File: config.mk
export PLATFORM = sky130hd
export DESIGN_NAME = uart_rx_flat
export DESIGN_NICKNAME = d
export VERILOG_FILES = /design/src/rtl/uart_rx_if.sv /design/src/rtl/uart_rx.sv /design/src/flat_wrapper.sv
export SDC_FILE = /design/constraint.sdc
export NUM_CORES = 1
export LEC_CHECK = 0
export ABC_AREA = 1
export CORE_MARGIN = 1
export CORE_UTILIZATION = 33
export CTS_CLUSTER_DIAMETER = 100
export DETAILED_ROUTE_END_ITERATION = 16
export DONT_BUFFER_PORTS = 1
export HOLD_SLACK_MARGIN = 0.12
export PLACE_DENSITY_LB_ADDON = 0.08
export SLEW_MARGIN = 15
export SYNTH_ARGS = -nofsm -noshare
export SYNTH_HDL_FRONTEND = slang
export SYNTH_SLANG_ARGS = --single-unit
File: constraint.sdc
create_clock -name clk_rx -period 1.7 [get_ports clk_rx]
set_input_delay 0.085 -clock clk_rx [delete_from_list [all_inputs] [get_ports clk_rx]]
set_output_delay 0.085 -clock clk_rx [all_outputs]
set_load 0.005 [all_outputs]
File: src/rtl/uart_rx_if.sv
// uart_rx_if: receive-side result bus from uart_rx to the command parser.
//   rx_data     [7:0] last received character
//   rx_data_rdy       one-cycle pulse, rx_data holds a new valid character
//   frm_err           one-cycle pulse, stop bit sampled low
//   par_err           one-cycle pulse, parity mismatch (0 when parity not built)
// Modports: master = uart_rx (drives), slave = consumer (samples).
interface uart_rx_if;

    logic [7:0] rx_data;
    logic       rx_data_rdy;
    logic       frm_err;
    logic       par_err;

    modport master (
        output rx_data,
        output rx_data_rdy,
        output frm_err,
        output par_err
    );

    modport slave (
        input rx_data,
        input rx_data_rdy,
        input frm_err,
        input par_err
    );

endinterface

File: src/rtl/uart_rx.sv
// uart_rx: UART receive path for the wave generator host link.
// Synchronizes rxd_i, derives a 16x oversample enable from clk_rx and frames
// 8N1 characters (LSB first) with mid-bit sampling. Each completed frame
// produces a one-cycle rx_data_rdy or frm_err pulse; errors are only flagged.
// Optional feature macro: UART_RX_PARITY_EN (adds an even-parity bit, 8E1).
// Ports:
//   clk_rx      in   receive clock, only clock in the block
//   rst_clk_rx  in   active-high reset, synchronous to clk_rx
//   rxd_i       in   asynchronous serial line, idle high
//   rx_bus      master modport of uart_rx_if (rx_data/rx_data_rdy/frm_err/par_err)
// Parameters: BAUD_RATE (bit/s), CLOCK_RATE (Hz); the rounded oversample
// divider CLOCK_RATE/(16*BAUD_RATE) must come out at 2 or more.
module uart_rx #(
    parameter int unsigned BAUD_RATE  = 9600,
    parameter int unsigned CLOCK_RATE = 100_000_000
) (
    input  logic       clk_rx,
    input  logic       rst_clk_rx,
    input  logic       rxd_i,
    uart_rx_if.master  rx_bus
);

    localparam int unsigned OVERSAMPLE_DIV = (CLOCK_RATE + BAUD_RATE * 8) / (BAUD_RATE * 16);
    localparam int unsigned OS_W           = (OVERSAMPLE_DIV > 1) ? $clog2(OVERSAMPLE_DIV) : 1;
    localparam int unsigned SMP_W          = 4;
    localparam int unsigned BIT_W          = 3;
    localparam int unsigned DATA_W         = 8;

    localparam logic [OS_W-1:0]  OS_LAST  = OS_W'(OVERSAMPLE_DIV - 1);
    localparam logic [SMP_W-1:0] SMP_MID  = SMP_W'(7);
    localparam logic [SMP_W-1:0] SMP_LAST = SMP_W'(15);
    localparam logic [BIT_W-1:0] BIT_LAST = BIT_W'(7);

    localparam logic [2:0] ST_IDLE   = 3'd0;
    localparam logic [2:0] ST_START  = 3'd1;
    localparam logic [2:0] ST_DATA   = 3'd2;
    localparam logic [2:0] ST_STOP   = 3'd4;
`ifdef UART_RX_PARITY_EN
    localparam logic [2:0] ST_PARITY = 3'd3;
`endif

    logic              rxd_meta;
    logic              rxd_s;
    logic [OS_W-1:0]   os_cnt;
    logic              baud_x16_en;

    logic [2:0]        state,     state_nxt;
    logic [SMP_W-1:0]  smp_cnt,   smp_cnt_nxt;
    logic [BIT_W-1:0]  bit_cnt,   bit_cnt_nxt;
    logic [DATA_W-1:0] shreg,     shreg_nxt;
    logic [DATA_W-1:0] rx_data_q, rx_data_nxt;
    logic              rdy_q,     rdy_nxt;
    logic              frm_q,     frm_nxt;
`ifdef UART_RX_PARITY_EN
    logic              par_bit,   par_bit_nxt;
    logic              par_q,     par_nxt;
`endif

    // Two-flop synchronizer; resets to the idle (high) line level.
    always_ff @(posedge clk_rx) begin
        if (rst_clk_rx) begin
            rxd_meta <= 1'b1;
            rxd_s    <= 1'b1;
        end else begin
            rxd_meta <= rxd_i;
            rxd_s    <= rxd_meta;
        end
    end

    // Free-running oversample divider; enable is the terminal-count cycle.
    always_ff @(posedge clk_rx) begin
        if (rst_clk_rx) begin
            os_cnt <= '0;
        end else if (os_cnt == OS_LAST) begin
            os_cnt <= '0;
        end else begin
            os_cnt <= os_cnt + OS_W'(1);
        end
    end

    assign baud_x16_en = (os_cnt == OS_LAST);

    // State and datapath registers.
    always_ff @(posedge clk_rx) begin
        if (rst_clk_rx) begin
            state     <= ST_IDLE;
            smp_cnt   <= '0;
            bit_cnt   <= '0;
            shreg     <= '0;
            rx_data_q <= '0;
            rdy_q     <= 1'b0;
            frm_q     <= 1'b0;
`ifdef UART_RX_PARITY_EN
            par_bit   <= 1'b0;
            par_q     <= 1'b0;
`endif
        end else begin
            state     <= state_nxt;
            smp_cnt   <= smp_cnt_nxt;
            bit_cnt   <= bit_cnt_nxt;
            shreg     <= shreg_nxt;
            rx_data_q <= rx_data_nxt;
            rdy_q     <= rdy_nxt;
            frm_q     <= frm_nxt;
`ifdef UART_RX_PARITY_EN
            par_bit   <= par_bit_nxt;
            par_q     <= par_nxt;
`endif
        end
    end

    // Next-state and output decode; everything advances only on oversample ticks.
    always_comb begin
        state_nxt   = state;
        smp_cnt_nxt = smp_cnt;
        bit_cnt_nxt = bit_cnt;
        shreg_nxt   = shreg;
        rx_data_nxt = rx_data_q;
        rdy_nxt     = 1'b0;
        frm_nxt     = 1'b0;
`ifdef UART_RX_PARITY_EN
        par_bit_nxt = par_bit;
        par_nxt     = 1'b0;
`endif

        if (baud_x16_en) begin
            case (state)
                ST_IDLE: begin
                    if (!rxd_s) begin
                        state_nxt   = ST_START;
                        smp_cnt_nxt = '0;
                    end
                end

                ST_START: begin
                    // Re-check the line half a bit in so short glitches are dropped.
                    if (smp_cnt == SMP_MID) begin
                        if (!rxd_s) begin
                            state_nxt   = ST_DATA;
                            smp_cnt_nxt = '0;
                            bit_cnt_nxt = '0;
                        end else begin
                            state_nxt   = ST_IDLE;
                        end
                    end else begin
                        smp_cnt_nxt = smp_cnt + SMP_W'(1);
                    end
                end

                ST_DATA: begin
                    if (smp_cnt == SMP_LAST) begin
                        // Right shift: first (LSB) bit ends up in shreg[0].
                        shreg_nxt   = {rxd_s, shreg[DATA_W-1:1]};
                        smp_cnt_nxt = '0;
                        bit_cnt_nxt = bit_cnt + BIT_W'(1);
                        if (bit_cnt == BIT_LAST) begin
`ifdef UART_RX_PARITY_EN
                            state_nxt = ST_PARITY;
`else
                            state_nxt = ST_STOP;
`endif
                        end
                    end else begin
                        smp_cnt_nxt = smp_cnt + SMP_W'(1);
                    end
                end

`ifdef UART_RX_PARITY_EN
                ST_PARITY: begin
                    if (smp_cnt == SMP_LAST) begin
                        par_bit_nxt = rxd_s;
                        smp_cnt_nxt = '0;
                        state_nxt   = ST_STOP;
                    end else begin
                        smp_cnt_nxt = smp_cnt + SMP_W'(1);
                    end
                end
`endif

                ST_STOP: begin
                    if (smp_cnt == SMP_LAST) begin
                        // Character is published even on a framing error.
                        rx_data_nxt = shreg;
                        rdy_nxt     = rxd_s;
                        frm_nxt     = !rxd_s;
`ifdef UART_RX_PARITY_EN
                        par_nxt     = (^shreg) ^ par_bit;
`endif
                        smp_cnt_nxt = '0;
                        state_nxt   = ST_IDLE;
                    end else begin
                        smp_cnt_nxt = smp_cnt + SMP_W'(1);
                    end
                end

                default: begin
                    state_nxt = ST_IDLE;
                end
            endcase
        end
    end

    assign rx_bus.rx_data     = rx_data_q;
    assign rx_bus.rx_data_rdy = rdy_q;
    assign rx_bus.frm_err     = frm_q;
`ifdef UART_RX_PARITY_EN
    assign rx_bus.par_err     = par_q;
`else
    assign rx_bus.par_err     = 1'b0;
`endif

endmodule

File: src/flat_wrapper.sv
// flat-port wrapper written by rule: the top's interface ports become plain ports
module uart_rx_flat 
#(
    parameter int unsigned BAUD_RATE  = 9600,
    parameter int unsigned CLOCK_RATE = 100_000_000
)
  (clk_rx, rst_clk_rx, rxd_i, rx_bus_rx_data, rx_bus_rx_data_rdy, rx_bus_frm_err, rx_bus_par_err);
  uart_rx_if rx_bus_i ();
  input  logic clk_rx;
  input  logic rst_clk_rx;
  input  logic rxd_i;
  output wire logic [$bits(rx_bus_i.rx_data)-1:0] rx_bus_rx_data;
  output wire logic [$bits(rx_bus_i.rx_data_rdy)-1:0] rx_bus_rx_data_rdy;
  output wire logic [$bits(rx_bus_i.frm_err)-1:0] rx_bus_frm_err;
  output wire logic [$bits(rx_bus_i.par_err)-1:0] rx_bus_par_err;
  assign rx_bus_rx_data = rx_bus_i.rx_data;
  assign rx_bus_rx_data_rdy = rx_bus_i.rx_data_rdy;
  assign rx_bus_frm_err = rx_bus_i.frm_err;
  assign rx_bus_par_err = rx_bus_i.par_err;
  uart_rx #(.BAUD_RATE(BAUD_RATE), .CLOCK_RATE(CLOCK_RATE)) u_core (.clk_rx(clk_rx), .rst_clk_rx(rst_clk_rx), .rxd_i(rxd_i), .rx_bus(rx_bus_i));
endmodule
==> impl_summary.txt, run 1 <==
----------------------------------------------------
[Outcome]
  Outcome ... complete, no violations

[Clocking]
  H-tree depth reported by CTS ... 2
  Source-to-sink clock delay at the later pin of the worst-skew pair ... 290 ps
  Clock buffers created by TritonCTS ... 5
  Cell at the root of the clock tree ... clkbuf_8
  Number of sinks driven by the clock tree ... 40
  Clock tree from TritonCTS ... built
  Clk slew on worst S/H paths ... 80 ps
  Clock Path Buffers ... 2
  Post-CTS Repair Setup Buffers ... 0

[Floorplanning]
  Total die area ... 6610 um2
  Floorplan die width ... 81.3 um
  Core area ... 5990 um2
  Die boundary height ... 81.3 um
  Placement Rows ... 28
  Top-level port count ... 14
  Initial Utilization ... 34.6%

[Logic synthesis]
  Post-Syn Area ... 2080 um2
  Number of warning messages in the yosys log ... 0
  Seq/Total Area, Yosys ... 38.6%
  Seq cells post-synth ... 40
  Synthesized area divided by synthesized cell count ... 7.36 um2
  Synth unique cells ... 36
  Post-synthesis cell count ... 282
  Total nets after synthesis ... 290

[Finish]
  Layout overhead on the synthesized area ... 12.1%
  Number of filler cells placed in the layout ... 632
  Most frequent cells in the layout ... nor2_1, nand2_1, dfxtp_1
  Most frequent standard cell in the layout excluding fill and tap cells ... nor2_1
  Number of diodes added for antenna fixing ... 0
  Fraction of layout cells with a size suffix above 1 ... 18.2%
  Total number of nets in the final design ... 298

[Power]
  Relative contribution of the clock network to total power ... 45.0%
  Total power per unit cell area ... 783 nW/um2
  Fraction of power consumed by combinational cells ... 2.7%
  Power after layout ... 1.82 mW
  Static leakage ... 1.01 nW
  Sequential cell fraction of total power ... 52.3%
  Power Internal ... 1.44 mW
  Net switching power of the design ... 0.377 mW
  IR drop worst, VDD ... 0.000415 V
  Switch share ... 20.7%

[Critical path]
  Startpoint-to-endpoint class of the critical path ... flop to flop
  Worst Path Buf+Inv ... 0
  CP Launch Type ... flop
  Number of cells traversed by the worst register-to-register path ... 8
  Library cell contributing the largest single delay on the critical path ... dfxtp_1
  Biggest cell delay along the critical path ... 410 ps
  Cell family with the largest share of critical-path delay ... simple AND/OR/NAND/NOR gates
  Setup crit end kind ... flop
  Highest net fanout along the worst path ... 5
  Beginning of the worst register-to-register path ... u_core.smp_cnt[1]$_SDFFE_PP0P_
  Required @ worst endpoint ... 1880 ps
  WP data arrival ... 1720 ps
  Capturing point of the worst reg2reg path ... u_core.bit_cnt[1]$_SDFFE_PP0P_
  Cells traversed along the worst timing path ... ha_2 -> nand2_1 -> nor2_4 -> nor2_4 -> nor2_4 -> nand3_4 -> o21ai_1 -> nor2_1
  CP dominant cell by count ... nor2_4
  Register-to-register path setup slack ... 170 ps

[GRT]
  Total global routing track utilization ... 15.1%
  Largest net degree at the start of global routing ... 21
  First-pass GRT wire length ... 7.47 mm
  Total congestion overflow after global routing ... 0
  Number of antenna violations at the first check in global routing ... 0
  Vias in the first global route ... 1613

[STA]
  Worst slack on hold paths ... 414 ps
  Total Negative Setup Slacks ... 0 ps
  Shortest period the worst path allows ... 1530 ps
  Number of endpoints with negative hold slack in the final report ... 0
  Upper clock frequency limit ... 653 MHz
  Fin crit share ... 90.1%
  Unrepaired setup endpoints after global routing ... false
  Setup clock skew after layout ... 5.86 ps
  Final number of max-transition violations ... 0
  Count of final setup violators ... 0

[Min path]
  Min-Delay Path Depth ... 1
  Endpoint of the worst hold path ... u_core.rxd_s$_SDFF_PP1_
  Worst hold-check path type ... flop to flop
  Worst hold start ... u_core.rxd_meta$_SDFF_PP1_

[Route]
  Routed len/inst ... 11.8 um
  Total wire length after detailed routing ... 4.31 mm
  Number of remaining DRC errors ... 0
  Via Count ... 1686
  Final antenna-violating net count ... 0
  Detailed router's first-iteration violation count ... 34
  Router iterations before antenna repair ... 4
  Via density per instance ... 4.61

[Place]
  Number of port buffers ... 0
  Detailed-placement wirelength estimate ... 3.13 mm
  Final RePlAce weighted congestion ... 0.775

[Run]
  Max_cap viols ... 0

----------------------------------------------------
==> power groups by stage <==
stage,Combinational [mW],Sequential [mW],Clock [mW]
after floorplan,0.0364,0.972,0
after global placement,0.0412,0.975,0
after detailed placement,0.0408,0.975,0
after CTS,0.0484,0.953,0.863
after global routing,0.0560,0.954,0.891
final,0.0494,0.953,0.819
==> cell usage after synthesis <==
master / n / area (um2)
clkinv_2: 1 / 5.00
or2_2: 2 / 12.5
clkbuf_1: 3 / 11.3
nand3b_1: 1 / 7.51
a21oi_1: 13 / 65.1
inv_4: 1 / 6.26
inv_2: 4 / 15.0
nor2_4: 5 / 56.3
a31oi_1: 2 / 12.5
and3_1: 1 / 6.26
inv_1: 24 / 90.1
nor3b_1: 1 / 7.51
xnor2_1: 1 / 8.76
nand3_1: 18 / 90.1
nor2_1: 55 / 206
ha_1: 5 / 62.6
clkbuf_2: 1 / 5.00
dfxtp_1: 40 / 801
nor2_2: 8 / 50.1
xor2_1: 2 / 17.5
buf_4: 3 / 22.5
conb_1: 1 / 3.75
nand2_2: 5 / 31.3
nand3_2: 2 / 20.0
o21bai_1: 1 / 7.51
o21ai_1: 19 / 95.1
nor2_8: 1 / 20.0
nand4_4: 1 / 21.3
clkinv_1: 1 / 3.75
nand2_4: 3 / 33.8
nor3_1: 5 / 25.0
nand4_1: 3 / 18.8
nand2_1: 44 / 165
maj3_1: 1 / 10.0
a21oi_2: 1 / 8.76
nand3_4: 3 / 52.6
==> stage by stage <==
stage	cell area (um2)	setup WS (ps)	util, %	std cells
global placement	2170	121	36.2	355
CTS	2310	95.2	38.6	365
floorplan	2080	317	-	282
detailed placement	2170	128	36.2	355
global route	2330	6.64	38.8	366
finish	2330	167	38.8	366
==> per-layer routing <==
layer,up-vias,track usage (%),part of all wire (%)
li1,915,-,-
met1,749,19.2,50
met2,17,24.8,46
met3,5,3.37,2.6
met4,0,5.36,1.1
met5,-,0,0
==> cell type report <==
class / instances / area (um2) / share of cell area, %
Clock buffer: 6 / 82.6 / 3.55
Clock inverter: 2 / 38.8 / 1.67
Inverter: 31 / 120 / 5.16
Multi-Input combinational cell: 204 / 1120 / 48.2
Sequential cell: 40 / 802 / 34.5
Tap cell: 75 / 93.8 / 4.03
Timing Repair Buffer: 8 / 67.6 / 2.90
==> worst max-delay path by stage <==
| stage | from | endpoint | slack, ps | cells past startpoint |
|---|---|---|---|---|
| 2_1_floorplan | u_core.smp_cnt[0]$_SDFFE_PP0P_ | u_core.bit_cnt[1]$_SDFFE_PP0P_ | 320 | 8 |
| 3_3_place_gp | u_core.os_cnt[0]$_SDFF_PP0_ | u_core.os_cnt[8]$_SDFF_PP0_ | 120 | 8 |
| 3_5_place_dp | u_core.os_cnt[0]$_SDFF_PP0_ | u_core.os_cnt[8]$_SDFF_PP0_ | 130 | 8 |
| 4_1_cts | u_core.os_cnt[0]$_SDFF_PP0_ | u_core.os_cnt[8]$_SDFF_PP0_ | 100 | 8 |
| 5_1_grt | u_core.smp_cnt[1]$_SDFFE_PP0P_ | u_core.bit_cnt[1]$_SDFFE_PP0P_ | 7 | 8 |
| 6_report | u_core.smp_cnt[1]$_SDFFE_PP0P_ | u_core.bit_cnt[1]$_SDFFE_PP0P_ | 170 | 8 |
==> flip-flops by register name, indices dropped and copies added, names as in the netlist, 3 cells and up <==
| name | cells |
|---|---|
| u_core.rx_bus.rx_data | 8 |
| u_core.os_cnt | 10 |
| u_core.shreg | 8 |
| u_core.state | 3 |
| u_core.smp_cnt | 4 |
| u_core.bit_cnt | 3 |
==> kinds of logic (layout without fill, tap and decap cells) <==
| logic type | count (synthesis) | count (layout) | share of synthesized area, % |
|---|---|---|---|
| AOI/OAI and AO/OA | 36 | 36 | 9.10 |
| other | 1 | 1 | 0.181 |
| and+or+nand+nor | 158 | 158 | 39.7 |
| DFF | 40 | 40 | 38.6 |
| buffers and inverters | 38 | 47 | 7.65 |
| xor gates and xnor gates | 3 | 3 | 1.27 |
| adders and majority gates | 6 | 6 | 3.50 |
==> worst register-to-register path, stage by stage, from the launching register on <==
cell and delay, ps:
dfxtp_1 410, ha_2 250, nand2_1 130, nor2_4 150, nor2_4 80, nor2_4 150
nand3_4 90, o21ai_1 130, nor2_1 50
==> what timing repair did <==
item	in CTS	in global routing
hold buffers	2	1
setup endpoints to repair	0	5
endpoints found under the hold margin	10	1
resized for setup	0	3
Note: power is estimated with default switching activity, not from simulation.
==> inputs of run 2 (changes only) <==
- clock period: 1.7 -> 1.9 ns (I/O delays scaled with it)
==> impl_summary.txt, run 2 (synthesis results as in run 1) <==
----------------------------------------------------
[Power]
  Static leakage ... 0.984 nW (-2.2%)
  Switch share ... 21.0% (+0.34 points)
  Net switching power of the design ... 0.343 mW (-8.9%)
  Power Internal ... 1.29 mW (-11%)
  Sequential cell fraction of total power ... 52.2% (about the same)
  Relative contribution of the clock network to total power ... 45.3% (+0.3 points)
  IR drop worst, VDD ... 0.000472 V (+14%)
  Total power per unit cell area ... 716 nW/um2 (-8.5%)
  Fraction of power consumed by combinational cells ... 2.5% (-0.2 points)

[Finish]
  Most frequent cells in the layout ... nor2_1, nand2_1, dfxtp_1
  Number of diodes added for antenna fixing ... 0 (unchanged)
  Fraction of layout cells with a size suffix above 1 ... 16.1% (-2.1 points)
  Register name with the most flops ... u_core.os_cnt
  Number of flip-flops under the largest register name ... 10 (unchanged)
  Most frequent standard cell in the layout excluding fill and tap cells ... nor2_1
  Total number of nets in the final design ... 293 (-1.7%)
  Final std cell area, no fill ... 2280 um2 (-2.0%)
  Layout overhead on the synthesized area ... 9.83%

[Critical path]
  Startpoint-to-endpoint class of the critical path ... flop to flop
  Highest net fanout along the worst path ... 10 (+5)
  WP data arrival ... 1810 ps (+90 ps)
  Required @ worst endpoint ... 2130 ps (+250 ps)
  Beginning of the worst register-to-register path ... u_core.os_cnt[0]$_SDFF_PP0_
  Setup crit end kind ... flop
  Worst setup startpoint ... u_core.os_cnt[0]$_SDFF_PP0_
  CP Launch Type ... flop

[Floorplanning]
  Core area ... 5990 um2 (unchanged)
  Total die area ... 6610 um2 (unchanged)
  Initial Utilization ... 34.6% (unchanged)
  Floorplan die width ... 81.3 um (unchanged)
  Placement Rows ... 28 (unchanged)
  Top-level port count ... 14 (unchanged)
  Die boundary height ... 81.3 um (unchanged)

[Clocking]
  Clock tree from TritonCTS ... built
  Source-to-sink clock delay at the later pin of the worst-skew pair ... 290 ps (about the same)
  Clock buffers created by TritonCTS ... 5 (unchanged)
  Number of sinks driven by the clock tree ... 40 (unchanged)
  Post-CTS Repair Setup Buffers ... 0 (unchanged)
  Quantity of gates resized following cts ... 0 (unchanged)
  Clk slew on worst S/H paths ... 80 ps (about the same)
  Clock Path Buffers ... 2 (unchanged)
  H-tree depth reported by CTS ... 2 (unchanged)
  Cell at the root of the clock tree ... clkbuf_8

[Route]
  Routed len/inst ... 11.8 um (about the same)
  Total wire length after detailed routing ... 4.25 mm (-1.3%)
  Number of remaining DRC errors ... 0 (unchanged)
  Router iterations before antenna repair ... 4 (unchanged)
  Detailed router's first-iteration violation count ... 48 (+41%)
  Final antenna-violating net count ... 0 (unchanged)
  Via density per instance ... 4.57 (-0.90%)
  Via Count ... 1648 (-2.3%)

[STA]
  Total Negative Setup Slacks ... 0 ps (unchanged)
  Shortest period the worst path allows ... 1590 ps (+54.1 ps)
  Setup clock skew after layout ... 5.71 ps (-0.155 ps)
  Upper clock frequency limit ... 630 MHz (-3.4%)
  Count of final setup violators ... 0 (unchanged)
  Final number of max-transition violations ... 0 (unchanged)
  Number of endpoints with negative hold slack in the final report ... 0 (unchanged)
  Fin crit share ... 83.5% (-6.6 points)
  Unrepaired setup endpoints after global routing ... false

[GRT]
  First-pass GRT wire length ... 7.39 mm (-1.1%)
  Total global routing track utilization ... 14.7% (-0.37 points)
  Number of antenna violations at the first check in global routing ... 0 (unchanged)
  Vias in the first global route ... 1605 (-0.50%)
  Total congestion overflow after global routing ... 0 (unchanged)
  Largest net degree at the start of global routing ... 22 (+4.8%)

[Run]
  Max_cap viols ... 0 (unchanged)

[Place]
  Detailed-placement wirelength estimate ... 3.02 mm (-3.3%)
  Number of port buffers ... 0 (unchanged)
  Cell area after placement ... 2140 um2 (-1.4%)
  Final RePlAce weighted congestion ... 0.774 (about the same)

[Min path]
  Worst hold start ... rst_clk_rx
  Worst hold-check path type ... input pin to flop

[Outcome]
  Outcome ... complete, no violations

----------------------------------------------------
-- run 2: per-layer routing --
layer,track usage (%),wire length (um)
met2,23.1,1840
met4,5.36,25
met5,0,0
met3,3.03,84
met1,19.7,2300
-- run 2: repair_timing --
action | CTS | global route
setup endpoints to repair | 0 | 0
hold endpoints to repair | 10 | 0
hold buffers | 2 | 0
-- run 2: layout make-up --
| type | count | area (um2) |
|---|---|---|
| Timing Repair Buffer | 3 | 27.5 |
| Clock buffer | 6 | 82.6 |
| Fill cell | 635 | 3710 |
| Clock inverter | 2 | 38.8 |
| Multi-Input combinational cell | 204 | 1120 |
| Tap cell | 75 | 93.8 |
| Inverter | 31 | 120 |
| Sequential cell | 40 | 801 |
-- run 2: worst max-delay path, stage by stage, from the launching register on --
cell      delay, ps
dfxtp_1         380
inv_1            60
ha_1            210
inv_1            70
nor2_1           50
nand3_1         150
nand2_1         260
o21bai_1        240
a21oi_1         110
-- run 2: final timing paths --
check | end | slack [ps] | cells past startpoint
setup / recovery | u_core.os_cnt[8]$_SDFF_PP0_ | 310 | 8
hold / removal | u_core.smp_cnt[0]$_SDFFE_PP0P_ | 170 | 4
setup reg to reg | u_core.os_cnt[8]$_SDFF_PP0_ | 310 | 8
hold reg to reg | u_core.rxd_s$_SDFF_PP1_ | 410 | 1
-- run 2: metrics by stage --
step                      hold WS (ps)  power (mW)  setup slack (ps)  util (%)  instances
after floorplan                    199       0.902               517         -        282
after global placement             168       0.908               310      35.7        351
after detailed placement           169       0.907               290      35.7        351
after CTS                          159        1.66               268      38.1        361
after global routing               174        1.70               102      38.1        361
final                              167        1.63               313      38.1        361
-- run 2: power groups by stage --
| stage | sequential (mW) | clock (mW) | combinational (mW) |
|---|---|---|---|
| after floorplan | 0.869 | 0 | 0.0326 |
| after global placement | 0.873 | 0 | 0.0348 |
| after global routing | 0.855 | 0.804 | 0.0453 |
| after CTS | 0.853 | 0.764 | 0.0412 |
| final | 0.853 | 0.740 | 0.0400 |
| after detailed placement | 0.873 | 0 | 0.0344 |
==> inputs of run 3 (changes only) <==
- ABC_AREA: 1 -> 0
- clock period: 1.9 -> 1.29 ns (I/O delays scaled with it)
==> impl_summary.txt, run 3 <==
----------------------------------------------------
[Outcome]
  Outcome ... finished, violations left
  Violated checks ... negative setup slack

[Critical path]
  Register-to-register path setup slack ... -520 ps (-840 ps)
  Beginning of the worst register-to-register path ... u_core.os_cnt[6]$_SDFF_PP0_
  Required @ worst endpoint ... 1480 ps (-650 ps)
  Setup crit end kind ... flop
  Number of cells traversed by the worst register-to-register path ... 4 (-4)
  Capturing point of the worst reg2reg path ... u_core.bit_cnt[1]$_SDFFE_PP0P_
  Highest net fanout along the worst path ... 5 (-5)
  WP data arrival ... 2000 ps (+190 ps)
  Startpoint-to-endpoint class of the critical path ... flop to flop
  CP Launch Type ... flop

[STA]
  Number of endpoints with negative hold slack in the final report ... 0 (unchanged)
  Upper clock frequency limit ... 552 MHz (-12%)
  Count of final setup violators ... 38 (+38)
  Slew @ Worst Pin ... 591 ps
  Worst Slack Setup Final ... -522 ps (-836 ps)
  Fin crit share ... 140% (+57 points)
  Shortest period the worst path allows ... 1810 ps (+226 ps)
  Unrepaired setup endpoints after global routing ... true
  Final number of max-transition violations ... 0 (unchanged)
  Headroom to the max-slew limit ... 60.6%
  Setup clock skew after layout ... 6.83 ps (+1.12 ps)

[Logic synthesis]
  Ys flop type ... dfxtp_1
  Total nets after synthesis ... 205 (-29%)
  Leading area contributor after synthesis ... dfxtp_1
  Async set-reset flop share out of synthesis ... 0% (unchanged)
  EDFF count, synth ... 0 (unchanged)
  Count leader, synth ... dfxtp_1
  Number of warning messages in the yosys log ... 0 (unchanged)
  Synth unique cells ... 42 (+17%)
  Post-Syn Area ... 1900 um2 (-8.7%)
  Ranking of synthesized cells by instance count ... dfxtp_1, nand2b_1, mux2i_1
  Cell types with the largest area share after synthesis ... dfxtp_1, mux2i_1, nand2b_1
  Synthesized area divided by synthesized cell count ... 9.62 um2 (+31%)
  Seq/Total Area, Yosys ... 42.2% (+3.7 points)
  Post-synthesis cell count ... 197 (-30%)
  Portion of synthesized cell area occupied by the leading cell type ... 42.2% (+3.7 points)
  Seq cells post-synth ... 40 (unchanged)

[Route]
  Router iterations before antenna repair ... 4 (unchanged)
  Via density per instance ... 4.75 (+4.0%)
  Via Count ... 1491 (-9.5%)
  Final antenna-violating net count ... 0 (unchanged)
  Total wire length after detailed routing ... 3.98 mm (-6.4%)
  Detailed router's first-iteration violation count ... 33 (-31%)
  Routed len/inst ... 12.7 um (+7.7%)
  Number of remaining DRC errors ... 0 (unchanged)

[Finish]
  Register name with the most flops ... u_core.os_cnt
  Most frequent standard cell in the layout excluding fill and tap cells ... buf_4
  Total number of nets in the final design ... 249 (-15%)
  Number of diodes added for antenna fixing ... 0 (unchanged)
  Layout overhead on the synthesized area ... 31.1%
  Post-Layout Cell Count ... 314 (-13%)
  Most frequent cells in the layout ... buf_4, dfxtp_1, nand2b_1
  Number of flip-flops under the largest register name ... 10 (unchanged)
  Final std cell area, no fill ... 2480 um2 (+9.0%)
  Fraction of layout cells with a size suffix above 1 ... 33.1% (+17 points)
  Core utilization of the finished layout ... 45.1% (+7.1 points)

[Place]
  Cell area after placement ... 2290 um2 (+7.3%)
  Placement Setup Slack ... -515 ps (-806 ps)
  Detailed-placement wirelength estimate ... 2.89 mm (-4.5%)
  Number of port buffers ... 0 (unchanged)
  Number of placed instances, taps included ... 302 (-14%)
  Final RePlAce weighted congestion ... 0.788 (+1.7%)

[Run]
  Max_cap viols ... 0 (unchanged)

[GRT]
  Total global routing track utilization ... 14.3% (-0.41 points)
  Met3 usage ... 3.88% (+0.85 points)
  Met2 Usage GRT ... 25.3% (+2.2 points)
  Vias in the first global route ... 1487 (-7.4%)
  Total congestion overflow after global routing ... 0 (unchanged)
  Global routing usage on met1 ... 16.5% (-3.1 points)
  Largest net degree at the start of global routing ... 40 (+82%)
  First-pass GRT wire length ... 6.79 mm (-8.1%)
  Top Usage Layer GRT ... met2
  Number of antenna violations at the first check in global routing ... 0 (unchanged)

[Floorplanning]
  Placement Rows ... 27 (-3.6%)
  Total die area ... 6050 um2 (-8.5%)
  Die boundary height ... 77.8 um (-4.3%)
  Top-level port count ... 14 (unchanged)
  Floorplan die width ... 77.8 um (-4.3%)
  Core area ... 5510 um2 (-8.1%)
  Initial Utilization ... 34.4% (-0.23 points)

[Min path]
  Worst hold-check path type ... input pin to flop
  Worst hold start ... rst_clk_rx
  Endpoint of the worst hold path ... u_core.smp_cnt[3]$_SDFFE_PP0P_
  Min-Delay Path Depth ... 2 (-2)

[Clocking]
  Number of sinks driven by the clock tree ... 40 (unchanged)
  Clock Path Buffers ... 2 (unchanged)
  Clock tree from TritonCTS ... built
  Clock buffers created by TritonCTS ... 5 (unchanged)
  Cell at the root of the clock tree ... clkbuf_8
  H-tree depth reported by CTS ... 2 (unchanged)
  Clk slew on worst S/H paths ... 80 ps (about the same)
  Source-to-sink clock delay at the later pin of the worst-skew pair ... 290 ps (about the same)

[Power]
  Power Internal ... 1.87 mW (+45%)
  Relative contribution of the clock network to total power ... 43.4% (-1.9 points)
  Total power per unit cell area ... 958 nW/um2 (+34%)
  Sequential cell fraction of total power ... 52.5% (+0.3 points)
  IR drop worst, VDD ... 0.000384 V (-19%)
  Switch share ... 21.5% (+0.49 points)
  Static leakage ... 1.06 nW (+7.2%)
  Net switching power of the design ... 0.512 mW (+49%)
  Fraction of power consumed by combinational cells ... 4.1% (+1.6 points)

----------------------------------------------------
## run 3: cell types whose count changed in the layout (fill, tap and decap cells not counted), moves of 8 or more
cell      previous run  this run
a21oi_1             13         4
nor2_1              55        17
nand3_1             18         5
mux2i_1              0        20
buf_4                1        44
nor2_2               8         0
inv_1               24         1
nand2b_1             0        24
nand2_1             44         6
o21ai_1             19         2
## run 3: how the worst max path moves through the flow
stage	from	endpoint	slack (ps)	depth (start not counted)
after global placement	u_core.os_cnt[6]$_SDFF_PP0_	u_core.bit_cnt[0]$_SDFFE_PP0P_	-490	4
final	u_core.os_cnt[6]$_SDFF_PP0_	u_core.bit_cnt[1]$_SDFFE_PP0P_	-520	4
after detailed placement	u_core.os_cnt[6]$_SDFF_PP0_	u_core.bit_cnt[0]$_SDFFE_PP0P_	-520	4
after floorplan	u_core.os_cnt[2]$_SDFF_PP0_	u_core.bit_cnt[1]$_SDFFE_PP0P_	-490	4
after CTS	u_core.os_cnt[6]$_SDFF_PP0_	u_core.bit_cnt[0]$_SDFFE_PP0P_	-530	4
after global routing	u_core.os_cnt[6]$_SDFF_PP0_	u_core.bit_cnt[1]$_SDFFE_PP0P_	-570	4
## run 3: worst max-delay path, cell delays in order, from the launching register on
cell and delay (ps):
dfxtp_1 310, or3_4 380, or3_4 370, or4b_4 520
mux2i_1 130
## run 3: stage by stage
| step | setup TNS, ps | total power [mW] | hold slack [ps] |
|---|---|---|---|
| floorplan | -12280 | 1.34 | 168 |
| global placement | -13640 | 1.35 | 149 |
| detailed placement | -13830 | 1.36 | 146 |
| CTS | -14170 | 2.41 | 402 |
| global route | -15720 | 2.48 | 354 |
| finish | -13080 | 2.38 | 296 |
## run 3: timing repair
action,CTS,global route
hold endpoints to repair,40,0
setup endpoints to repair,38,38
resized for setup,4,13
hold buffers,2,0
setup buffers,2,1
pin swaps,4,1
## run 3: area by class of cell
type	instances	area [um2]
multi-input cells	144	1100
repair buffers	48	377
clock inverters	3	42.5
inverters	2	7.51
well taps	72	90.1
flip-flops and latches	40	803
fillers	545	3020
clock buffers	5	68.8
## run 3: logic make-up after synthesis
kind of cell	share of synthesized area, %
simple gates	28.1
xor+xnor	5.08
compound gates	5.87
flops	42.2
mux	11.7
buf+inv	2.97
other cells	0.198
fa+ha+maj	3.83
## run 3: routing by layer
layer	share of wire, %	routed length, um
met5	0	0
met2	52	2060
met1	45	1780
met3	2.8	113
met4	0.85	34
## run 3: power by group through the flow
stage / Sequential [mW] / Combinational, mW / Clock, mW
6_report: 1.25 / 0.0975 / 1.03
2_1_floorplan: 1.28 / 0.0575 / 0
5_1_grt: 1.25 / 0.110 / 1.12
3_3_place_gp: 1.28 / 0.0744 / 0
4_1_cts: 1.25 / 0.0971 / 1.07
3_5_place_dp: 1.28 / 0.0766 / 0
